==> src/rtl/lsu_pkg.sv <==
// Shared types for the load/store unit: size encoding, FSM states, size-to-bytes helper.
package lsu_pkg;

    typedef enum logic [1:0] {
        SZ_BYTE = 2'b00,
        SZ_HALF = 2'b01,
        SZ_WORD = 2'b10,
        SZ_RSVD = 2'b11
    } lsu_size_e;

    typedef enum logic [1:0] {
        IDLE = 2'b00,
        ACC0 = 2'b01,
        ACC1 = 2'b10,
        DONE = 2'b11
    } lsu_state_e;

    function automatic logic [2:0] size_nbytes(input lsu_size_e size);
        case (size)
            SZ_BYTE: return 3'd1;
            SZ_HALF: return 3'd2;
            SZ_WORD: return 3'd4;
            default: return 3'd0;
        endcase
    endfunction

endpackage

==> src/rtl/lsu_align.sv <==
// Byte-lane steering: store merge into the current memory word and load extraction/extension
// from a two-word window (low word = first access, high word = second access).
module lsu_align
    import lsu_pkg::*;
(
    input  logic [1:0]  off,
    input  lsu_size_e   size,
    input  logic        is_unsigned,
    input  logic        hi,
    input  logic [31:0] wdata,
    input  logic [31:0] mem_rdata,
    input  logic [63:0] lwin,
    output logic [31:0] merged,
    output logic [31:0] ldata
);

    logic [63:0] sdata;
    logic [7:0]  base_mask;
    logic [7:0]  smask;
    logic [31:0] word_data;
    logic [3:0]  word_mask;
    logic [63:0] lshift;
    logic [31:0] raw;

    always_comb begin
        sdata     = {32'd0, wdata} << {off, 3'b000};
        base_mask = (8'd1 << size_nbytes(size)) - 8'd1;
        smask     = base_mask << off;
        word_data = hi ? sdata[63:32] : sdata[31:0];
        word_mask = hi ? smask[7:4] : smask[3:0];
        merged    = mem_rdata;
        for (int i = 0; i < 4; i++) begin
            if (word_mask[i]) merged[8*i +: 8] = word_data[8*i +: 8];
        end

        lshift = lwin >> {off, 3'b000};
        raw    = lshift[31:0];
        case (size)
            SZ_BYTE: ldata = is_unsigned ? {24'd0, raw[7:0]}  : {{24{raw[7]}}, raw[7:0]};
            SZ_HALF: ldata = is_unsigned ? {16'd0, raw[15:0]} : {{16{raw[15]}}, raw[15:0]};
            default: ldata = raw;
        endcase
    end

endmodule

==> src/rtl/lsu_ctrl.sv <==
// Load/store controller over a word-wide combinational-read memory.
// Define LSU_MISALIGN_EN to split misaligned half/word accesses over two words (otherwise they error).
module lsu_ctrl
    import lsu_pkg::*;
#(
    parameter int MEM_BYTES = 256
) (
    input  logic        clk,
    input  logic        rst_n,
    input  logic        req_valid,
    output logic        req_ready,
    input  logic        req_we,
    input  logic [1:0]  req_size,
    input  logic        req_unsigned,
    input  logic [31:0] req_addr,
    input  logic [31:0] req_wdata,
    output logic        resp_valid,
    output logic [31:0] resp_rdata,
    output logic        resp_err,
    output logic [31:0] mem_addr,
    output logic [31:0] mem_wdata,
    output logic        mem_we,
    input  logic [31:0] mem_rdata
);

    lsu_state_e  state, state_nxt;
    lsu_size_e   req_sz, size_q;
    logic        we_q, uns_q, err_q;
    logic [31:0] addr_q, wdata_q;
    logic [63:0] lwin_q;
    logic [2:0]  req_nb;
    logic [32:0] last_byte;
    logic        misalign, req_err, split, hi;
    logic [31:0] merged, ldata;

    assign req_sz    = lsu_size_e'(req_size);
    assign req_nb    = size_nbytes(req_sz);
    // 33-bit sum so an address near 2^32 cannot wrap back into range
    assign last_byte = {1'b0, req_addr} + 33'(req_nb) - 33'd1;

`ifdef LSU_MISALIGN_EN
    assign misalign = 1'b0;
`else
    assign misalign = (req_sz == SZ_HALF && req_addr[0]) ||
                      (req_sz == SZ_WORD && req_addr[1:0] != 2'b00);
`endif

    assign req_err = (req_sz == SZ_RSVD) || (last_byte >= 33'(MEM_BYTES)) || misalign;
    assign split   = (4'(addr_q[1:0]) + 4'(size_nbytes(size_q))) > 4'd4;
    assign hi      = (state == ACC1);

    lsu_align u_align (
        .off        (addr_q[1:0]),
        .size       (size_q),
        .is_unsigned(uns_q),
        .hi         (hi),
        .wdata      (wdata_q),
        .mem_rdata  (mem_rdata),
        .lwin       (lwin_q),
        .merged     (merged),
        .ldata      (ldata)
    );

    always_ff @(posedge clk) begin
        if (!rst_n) state <= IDLE;
        else        state <= state_nxt;
    end

    always_ff @(posedge clk) begin
        if (!rst_n) begin
            we_q    <= 1'b0;
            uns_q   <= 1'b0;
            err_q   <= 1'b0;
            size_q  <= SZ_BYTE;
            addr_q  <= 32'd0;
            wdata_q <= 32'd0;
            lwin_q  <= 64'd0;
        end else begin
            if (state == IDLE && req_valid) begin
                we_q    <= req_we;
                uns_q   <= req_unsigned;
                err_q   <= req_err;
                size_q  <= req_sz;
                addr_q  <= req_addr;
                wdata_q <= req_wdata;
            end
            if (state == ACC0) lwin_q[31:0]  <= mem_rdata;
            if (state == ACC1) lwin_q[63:32] <= mem_rdata;
        end
    end

    always_comb begin
        state_nxt  = state;
        req_ready  = 1'b0;
        resp_valid = 1'b0;
        resp_err   = 1'b0;
        resp_rdata = 32'd0;
        mem_addr   = 32'd0;
        mem_wdata  = 32'd0;
        mem_we     = 1'b0;
        case (state)
            IDLE: begin
                req_ready = 1'b1;
                if (req_valid) state_nxt = req_err ? DONE : ACC0;
            end
            ACC0: begin
                mem_addr  = {addr_q[31:2], 2'b00};
                mem_we    = we_q;
                mem_wdata = we_q ? merged : 32'd0;
                state_nxt = split ? ACC1 : DONE;
            end
            ACC1: begin
                mem_addr  = {addr_q[31:2], 2'b00} + 32'd4;
                mem_we    = we_q;
                mem_wdata = we_q ? merged : 32'd0;
                state_nxt = DONE;
            end
            DONE: begin
                resp_valid = 1'b1;
                resp_err   = err_q;
                resp_rdata = (we_q || err_q) ? 32'd0 : ldata;
                state_nxt  = IDLE;
            end
            default: state_nxt = IDLE;
        endcase
        // a reset edge abandons the access, so the pending write must not land on it
        if (!rst_n) mem_we = 1'b0;
    end

endmodule

==> config.mk <==
export PLATFORM = sky130hd
export DESIGN_NAME = lsu_ctrl
export DESIGN_NICKNAME = d
export VERILOG_FILES = /design/src/rtl/lsu_pkg.sv /design/src/rtl/lsu_align.sv /design/src/rtl/lsu_ctrl.sv
export SDC_FILE = /design/constraint.sdc
export NUM_CORES = 1
export LEC_CHECK = 0
export CORE_MARGIN = 1.5
export CORE_UTILIZATION = 54
export CTS_CLUSTER_DIAMETER = 60
export CTS_CLUSTER_SIZE = 12
export DETAILED_ROUTE_END_ITERATION = 7
export PLACE_DENSITY_LB_ADDON = 0.1
export SYNTH_ARGS = -nofsm -noshare
export SYNTH_HDL_FRONTEND = slang
export SYNTH_SLANG_ARGS = --single-unit
==> constraint.sdc <==
create_clock -name clk -period 3.91 [get_ports clk]
set_clock_uncertainty 0.05 [all_clocks]
set_input_delay 0.782 -clock clk [delete_from_list [all_inputs] [get_ports clk]]
set_output_delay 0.782 -clock clk [all_outputs]
set_load 0.005 [all_outputs]
Yosys cells after proc, flatten, opt, wreduce, memory -nomap -nowiden
Cells that the tools add are included.
{ "totals": {"elab_cells": 66, "input_bits": 103, "register_bits": 135} }
{ "classes": {"eq_ne": 9, "n_shift": 4, "n_reduce_logical": 12, "muxes": 25, "addsub": 5, "n_lt_le_gt_ge": 2} }
{ "ops": {"columns": ["op", "n"], "rows": [
  ["two-way mux 32 bit", 7],
  ["case mux 32 bit (2 select lines)", 2],
  ["<< shifter 32 x 5 -> 64 bit", 1],
  ["right shift 64 x 5 -> 32 bit", 1],
  ["adder 32 x 3 -> 33 bit", 1],
  ["greater-or-equal comparator 33 x 9 -> 1 bit, second input constant", 1],
  ["subtractor 33 x 1 -> 33 bit, second input constant", 1],
  ["adder 32 x 3 -> 32 bit, second input constant", 1],
  ["two-way mux 8 bit", 4],
  ["case mux 3 bit (3 select lines)", 2],
  ["equality test 2 bit, second input constant", 5],
  ["case mux 2 bit (4 select lines)", 1],
  ["<< shifter 1 x 3 -> 8 bit, first input constant", 1],
  ["<< shifter 8 x 2 -> 8 bit", 1],
  ["subtractor 8 x 1 -> 8 bit, second input constant", 1],
  ["equality test 2 x 1 -> 1 bit, second input constant", 3],
  ["zero test 2 bit", 3],
  ["two-way mux 1 bit", 6],
  ["adder 2 x 3 -> 4 bit", 1],
  ["> comparator 4 x 3 -> 1 bit, second input constant", 1],
  ["logical OR 1 bit", 4],
  ["two-way mux 2 bit", 2],
  ["two-way mux 4 bit", 1],
  ["logical AND 1 bit", 3],
  ["3 further kinds", 3]
]} }

Longest topological paths before layout
Gate-level depths: netlist of run 1.
{ "depth": {"ltp_word": 10, "ltp_mapped": 15, "ltp_nobuf": 15} }

Modules after synthesis
Synthesis of run 1 repeated with hierarchy kept, for this count alone.
{ "unflattened": {"hier_cells": 1422, "area_unflattened_um2": 11285.8} }
{ "by_module_without_submodules": {"columns": ["module", "instances", "area_each_um2", "cells_each", "seq_area_each_um2"], "rows": [
  ["lsu_ctrl", 1, 8763.4, 1115, 2702.6],
  ["lsu_align", 1, 2522.4, 307, 0.0]
]} }

Worst setup path before layout of run 1
No wires, ideal clock.
{ "synth_path": {"kind": "input port to flip-flop", "from": "input req_size[1]", "to": "register err_q", "required_ps": 3736, "cell_stages": 14, "slack_ps": 225, "path_buffers": 0, "arrival_ps": 3511, "path_cell_list": "or2_2 -> ha_1 -> inv_1 -> ha_1 -> inv_1 -> fa_1 -> nor2b_1 -> o31ai_2 -> a311o_1 -> a311oi_1 -> o2111ai_1 -> a2111o_1 -> nor4_2 -> nor2_1"} }
{ "synth_between": {"elab_chain_cells": 7} }
{ "synth_rtl": {"columns": ["element", "line", "text"], "rows": [
  ["from (decl)", "lsu_ctrl.sv:13", "input logic [1:0] req_size,"],
  ["equality test 2 bit, or another cell as far along", "lsu_pkg.sv:19, lsu_ctrl.sv:45", null],
  ["case mux 3 bit (3 select lines)", "lsu_pkg.sv:19", "case (size)"],
  ["adder 32 x 3 -> 33 bit", "lsu_ctrl.sv:39", "assign last_byte = {1'b0, req_addr} + 33'(req_nb) - 33'd1;"],
  ["subtractor 33 x 1 -> 33 bit", "lsu_ctrl.sv:39", null],
  ["greater-or-equal comparator 33 x 9 -> 1 bit", "lsu_ctrl.sv:48", "assign req_err = (req_sz == SZ_RSVD) || (last_byte >= 33'(MEM_BYTES)) || misalign;"],
  ["logical OR 1 bit", "lsu_ctrl.sv:48", null],
  ["logical OR 1 bit (*)", "lsu_ctrl.sv:48", null],
  ["to (signal assigned)", "lsu_ctrl.sv:82", "err_q <= req_err;"],
  ["to (decl)", "lsu_ctrl.sv:28", "logic we_q, uns_q, err_q;"]
]} }
Mark *: on every way between the ends. The rest lies on a longest branch, timed or not.
A chain may end at the register's enable or synchronous reset.

Worst setup path in the final report of run 1
{ "layout_path": {"from": "register addr_q[2]", "to": "output mem_addr[31]"} }
{ "layout_between": {"elab_chain_cells": 2} }
{ "layout_rtl": {"columns": ["element", "line", "text"], "rows": [
  ["from (decl)", "lsu_ctrl.sv:29", "logic [31:0] addr_q, wdata_q;"],
  ["from (signal assigned)", "lsu_ctrl.sv:84", "addr_q <= req_addr;"],
  ["adder 32 x 3 -> 32 bit", "lsu_ctrl.sv:113", "mem_addr = {addr_q[31:2], 2'b00} + 32'd4;"],
  ["case mux 32 bit (2 select lines)", "lsu_ctrl.sv:101", "case (state)"],
  ["to (decl)", "lsu_ctrl.sv:20", "output logic [31:0] mem_addr,"]
]} }
Every way passes these cells.

==> run metrics, run 1 <==
Synth Area in XOR/XNOR 0.0150; multiplexer share of the synthesized area 0.145; M1 WL 15,600 um; Post-Syn Instances 1,372; mapped cell area 10,500 sq um; placed insts 1,846; Final Setup Violations 0; compound-gate portion of the synthesized area 0.228; Pre-antenna DRT Iters 5; RSZ-0062 raised after global routing yes; Layout Nets 1,767; final hold slack 0.441 ns; hpwl dp 26,600 um; clk_lat worst skew 0.42 ns; post-synth top area share 0.242; IO Port Bufs 200; P_int 4060 uW; CP max-delay cell clkdlybuf4s50_1; first-pass GRT wire length 55,800 um; total of max-cap violations 0; TNS Setup 0 ns; Top Layer Used met5; CP max FO 4; clk root buf clkbuf_16; Slew @ Worst Pin 1.04 ns; pin count of the biggest net entering global routing 128; TritonCTS Buffers 17; fin crit share 0.983; Simple-Gate Fraction of Synth Area 0.249; Switching Share 0.416; largest family of logic cells by synthesized area simple AND/OR/NAND/NOR gates; Fill cells 1,557; Max-slew headroom 0.310; HP Class reg2reg; Seq/Total Area, Yosys 0.242; leakage 0.00545 uW; Most used DFF post-synth dfxtp_1; Sw Pwr 2890 uW; clk buf depth 2; CP top delay family simple AND/OR/NAND/NOR gates; Worst IR Drop VDD 0.435 mV; Finished Layout Cells 1,889; Mean Syn Cell Area 7.66 sq um; n_diodes 0; Final min period 3.84 ns; Final Hold Viols 0; Clk pwr share 0.236; Post-synth EDFFs 0; Yosys Warn Count 0; Layout Area Growth over Synthesis 34.9%; Cell Rows 50; CTS clk-pin slew, worst paths 0.07 ns; DR iter-0 viols 1,074; routed wire length 35,800 um; Setup crit start kind flip-flop; Remaining DRCs 0; post-synth top area cell dfxtp_1; Worst Path Buf+Inv 2; core area 18,900 sq um; Async S/R FF share, synth 0; Data arrival, critical path 3.01 ns; critical path's largest stage delay 0.52 ns; H-tree lvl count 4; status completed; Data required, critical path 3.08 ns; TritonCTS clock tree built; Sequential Power Share 0.272; Max Slew Vio Count 0; total gr overflow 0; total number of vias 11,306; CP Capture Type output port; Detail Route met3 WL 3280 um; Die Height 143 um; Chip Width 143 um; Final ANT Viol Nets 0; Core Util, Final 0.751; Area contributors post-synth dfxtp_1, mux2i_1, nand2_1; share of layout cells above drive strength 1 0.165; most frequent cells in the layout nand2_1, clkdlybuf4s50_1, buf_4; GR Util All Layers 0.350; kind of critical path reg2out; die area 20,300 sq um; Post-Synth Adder-Cell Area 0.0586; hold_buf cts 0; Unique masters post-synth 75; crit-path cells buf_4, nand3_2, nor3_2, nand3_1, or2_4, nor2_4, nand2_2, or4_1, a21oi_1, clkdlybuf4s50_1; commonest non-fill, non-tap cell in the layout nand2_1; Via density 5.99; vias in the first global route 10,547; Avg WL per Cell 19.0 um; IO Pins 203; CTS Sinks 127; Initial Util 0.556; gpl congestion 0.944; Gate power share 0.492; initial antenna violation count 2; flops & latches, synth 127; fmax 260 MHz; DR WL met2 16,000 um; PD cells 490 nW/um^2
[worst paths after layout]
check	from	endpoint	slack, ns	cells after the start
worst min-delay path	wdata_q[22]$_SDFFE_PN0P_	wdata_q[22]$_SDFFE_PN0P_	0.44	2
worst min register to register	wdata_q[22]$_SDFFE_PN0P_	wdata_q[22]$_SDFFE_PN0P_	0.44	2
worst max register to register	addr_q[0]$_SDFFE_PN0P_	state[0]$_SDFFE_PN0P_	1.40	8
worst max-delay path	addr_q[2]$_SDFFE_PN0P_	mem_addr[31]	0.07	10
[state kept, by name, summed over array words and instances (netlist names)]
signal   flops
lwin_q      56
addr_q      32
wdata_q     32
size_q       2
state        2
err_q        1
uns_q        1
we_q         1
[metrics by stage]
| stage | area, sq um | total power, uW | setup slack [ns] |
|---|---|---|---|
| global route | 14200 | 7310 | -0.0559 |
| finish | 14200 | 6940 | 0.0675 |
| CTS | 13900 | 6800 | -0.00735 |
| floorplan | 10500 | 3990 | 0.225 |
| global placement | 13300 | 5050 | -0.492 |
| detailed placement | 13300 | 5140 | -0.614 |
[cells in the mapped netlist (4+ instances only)]
| cell | n |
|---|---|
| ha_1 | 46 |
| a21o_1 | 17 |
| o211a_1 | 4 |
| or3_1 | 7 |
| nand2_1 | 226 |
| buf_2 | 22 |
| and2_1 | 6 |
| a41oi_1 | 9 |
| a221oi_2 | 4 |
| nor2_1 | 120 |
| o31ai_1 | 5 |
| o21ai_0 | 50 |
| o211ai_1 | 7 |
| o221a_2 | 16 |
| mux4_2 | 28 |
| a31oi_1 | 11 |
| nor4_1 | 6 |
| a21oi_1 | 70 |
| a211oi_1 | 13 |
| and3_1 | 19 |
| buf_1 | 15 |
| or4_1 | 4 |
| nand2b_1 | 5 |
| o21a_1 | 7 |
| o21ai_1 | 5 |
| nor3_1 | 26 |
| xor2_1 | 5 |
| mux2i_1 | 88 |
| nand4_1 | 20 |
| xnor2_1 | 13 |
| or2_2 | 4 |
| dfxtp_1 | 127 |
| inv_1 | 56 |
| a21boi_0 | 69 |
| nand3_1 | 22 |
| nand3b_1 | 9 |
| a22oi_1 | 21 |
| nor2b_1 | 70 |
| clkbuf_1 | 65 |
| a211o_1 | 6 |
[worst register-to-register path, delay by kind of cell, from the launching register on]
family / cells / cell delay (ns)
flops: 1 / 0.63
fa+ha+maj: 2 / 0.74
buf+inv: 3 / 0.56
compound gates: 3 / 0.47
[layout make-up]
cell class,count,area (sq um),share of cell area
repair buffers,329,2980,0.210
multi-input cells,1083,7480,0.528
inverters,58,218,0.0154
clock inverters,14,174,0.0123
flip-flops and latches,127,2570,0.181
well taps,260,325,0.0229
clock buffers,18,429,0.0303
[per-layer routing]
layer	track usage	vias up
li1	-	5372
met1	0.503	5286
met2	0.528	563
met3	0.0629	81
met4	0.111	4
met5	0	-
[kinds of logic (layout without fill, tap and decap cells)]
| logic type | count (synthesis) | count (layout) |
|---|---|---|
| flops | 127 | 127 |
| mux | 117 | 117 |
| fa+ha+maj | 48 | 48 |
| xor+xnor | 18 | 18 |
| buf+inv | 163 | 419 |
| other cells | 1 | 2 |
| compound gates | 340 | 340 |
| simple gates | 558 | 558 |
[power groups by stage]
stage | clock network, uW | logic [uW] | registers (uW)
2_1_floorplan | 0 | 2230 | 1760
3_3_place_gp | 0 | 3190 | 1860
3_5_place_dp | 0 | 3250 | 1890
4_1_cts | 1640 | 3290 | 1870
5_1_grt | 1700 | 3690 | 1930
6_report | 1640 | 3420 | 1890
[timing repair]
item | in CTS | in global routing
gates cloned | 0 | 0
setup endpoints to repair | 7 | 31
pin swaps | 3 | 17
resized for setup | 9 | 43
buffers inserted | 0 | 11
No activity file was read; power rests on OpenSTA's default activity.
==> run 2: changes to the inputs <==
- GPL_TIMING_DRIVEN: unset -> 0
==> run metrics, run 2 (synthesized netlist as in run 1, its figures left out) <==
Remaining DRCs 0 (unchanged); n_diodes 0 (unchanged); R2R depth 8 (unchanged); Data arrival, critical path 3.03 ns (was 3.01 ns); Max Slew Vio Count 0 (unchanged); dpl ws -0.816 ns (was -0.614 ns); CP max-delay cell clkdlybuf4s50_1 (unchanged); Core Util, Final 0.740 (was 0.751); TritonCTS Buffers 17 (unchanged); DR iter-0 viols 1,008 (was 1,074); kind of critical path reg2out (unchanged); TNS Setup 0 ns (unchanged); core area 18,900 sq um (unchanged); Regs by FF count lwin_q x56, addr_q x32, wdata_q x32 (unchanged); worst reg2reg endpoint err_q$_SDFFE_PN0P_ (was state[0]$_SDFFE_PN0P_); Layout Area Growth over Synthesis 33.0% (was 34.9%); first-pass GRT wire length 58,600 um (was 55,800 um); fin crit share 0.988 (was 0.983); commonest non-fill, non-tap cell in the layout nand2_1 (unchanged); number of flip-flops in the largest register 56 (unchanged); Avg WL per Cell 20.5 um (was 19.0 um); crit-path cells inv_1, ha_4, buf_4, nor2_1, a31oi_1, o22ai_1, nand2_1, o21ai_2, buf_4, nor2_1, a211oi_1, clkdlybuf4s50_1 (was buf_4, nand3_2, nor3_2, nand3_1, or2_4, nor2_4, nand2_2, or4_1, a21oi_1, clkdlybuf4s50_1); fmax 259 MHz (was 260 MHz); die area 20,300 sq um (unchanged); worst hold path cell count 2 (unchanged); Final Setup Violations 0 (unchanged); vias in the first global route 10,974 (was 10,547); total gr overflow 0 (unchanged); total number of vias 11,641 (was 11,306); pin count of the biggest net entering global routing 17 (was 128); initial antenna violation count 1 (was 2); IO Pins 203 (unchanged); Chip Width 143 um (unchanged); TritonCTS clock tree built (unchanged); routed wire length 38,600 um (was 35,800 um); Final Hold Viols 0 (unchanged); hpwl dp 28,500 um (was 26,600 um); Hold EP wdata_q[17]$_SDFFE_PN0P_ (was wdata_q[22]$_SDFFE_PN0P_); clk buf depth 2 (unchanged); Worst IR Drop VDD 0.382 mV (was 0.435 mV); fin area 14,000 sq um (was 14,200 sq um); Slew @ Worst Pin 1.00 ns (was 1.04 ns); Data required, critical path 3.08 ns (about the same); most frequent cells in the layout nand2_1, clkdlybuf4s50_1, dfxtp_1 (was nand2_1, clkdlybuf4s50_1, buf_4); PD cells 513 nW/um^2 (was 490 nW/um^2); Die Height 143 um (unchanged); Setup WS post-layout 0.0481 ns (was 0.0675 ns); flop2flop setup slack 1.28 ns (was 1.40 ns); Layout Nets 1,757 (was 1,767); R2R Path Start state[1]$_SDFFE_PN0P_ (was addr_q[0]$_SDFFE_PN0P_); leakage 0.00535 uW (was 0.00545 uW); CTS clk-pin slew, worst paths 0.06 ns (was 0.07 ns); critical path's largest stage delay 0.58 ns (was 0.52 ns); Max-slew headroom 0.330 (was 0.310); Initial Util 0.556 (unchanged); Final min period 3.86 ns (was 3.84 ns); clk root buf clkbuf_16 (unchanged); Final ANT Viol Nets 0 (unchanged); Cell Rows 50 (unchanged); share of layout cells above drive strength 1 0.133 (was 0.165); Via density 6.20 (was 5.99); status completed (unchanged); placed inst area 12,800 sq um (was 13,300 sq um); CP Capture Type output port (unchanged); total of max-cap violations 0 (unchanged); Fill cells 1,534 (was 1,557); CTS Sinks 127 (unchanged); HP Class reg2reg (unchanged); Hold Crit Start wdata_q[17]$_SDFFE_PN0P_ (was wdata_q[22]$_SDFFE_PN0P_); gpl congestion 0.951 (was 0.944); GR Util All Layers 0.374 (was 0.350); Setup crit start kind flip-flop (unchanged); Pre-antenna DRT Iters 6 (was 5); H-tree lvl count 4 (unchanged); clk_lat worst skew 0.43 ns (was 0.42 ns); Most flops, register lwin_q (unchanged); IO Port Bufs 199 (was 200); CP max FO 10 (was 4)
-- run 2: cell count changes in the layout (fill, tap and decap cells not counted), moves of 5 or more --
cell	delta
buf_1	+6
buf_2	+20
buf_4	-97
clkbuf_1	+45
clkbuf_2	+7
clkbuf_4	+7
clkdlybuf4s50_1	-8
dfxtp_1	+10
dfxtp_2	-8
dlymetal6s2s_1	+6
nor3_1	-5
-- run 2: how the worst max path moves through the flow --
stage	start	end	slack, ns
floorplan	req_size[1]	err_q$_SDFFE_PN0P_	0.23
global placement	req_size[0]	err_q$_SDFFE_PN0P_	-0.76
detailed placement	req_size[0]	err_q$_SDFFE_PN0P_	-0.82
CTS	addr_q[7]$_SDFFE_PN0P_	mem_addr[31]	0.0003
global route	addr_q[7]$_SDFFE_PN0P_	mem_addr[25]	-0.04
finish	state[0]$_SDFFE_PN0P_	mem_wdata[18]	0.05
-- run 2: report_power, final --
part	switching (uW)	total, uW	internal [uW]
Clock	651	1700	1050
Combinational	2120	3590	1470
Sequential	303	1880	1570
Total	3080	7170	4090
-- run 2: worst max-delay path: cells and delay by family, from the launching register on --
family	cells	cell delay (ns)
compound gates	4	0.64
fa+ha+maj	1	0.21
buf+inv	4	1.06
flops	1	0.41
simple gates	3	0.28
-- run 2: cell type report --
cell class                 count  area (sq um)  share of cell area
buffer                        98           489              0.0350
clock buffer                  19           453              0.0324
clock inverter                13           174              0.0124
inverter                      58           218              0.0156
multi-input combinational   1083          7600               0.544
sequential                   127          2550               0.183
tap                          260           325              0.0233
timing repair buffer         221          2170               0.155
-- run 2: layer usage --
metal | up-vias | part of all wire | global-route usage
li1 | 5359 | - | -
met1 | 5461 | 0.42 | 0.502
met2 | 717 | 0.44 | 0.586
met3 | 104 | 0.10 | 0.0686
met4 | 0 | 0.035 | 0.165
met5 | - | 0 | 0
-- run 2: stage by stage --
stage,std cells,hold WS [ns],power [uW]
after floorplan,1373,0.398,3990
after global placement,1832,0.413,5050
after detailed placement,1832,0.424,5120
after CTS,1870,0.433,6950
after global routing,1879,0.454,7490
final,1879,0.432,7170
-- run 2: what timing repair did --
action,CTS,global route
buffers inserted,9,13
gates cloned,0,0
hold buffers,0,0
pin swaps,8,26
setup endpoints to repair,86,76
resized for setup,60,71
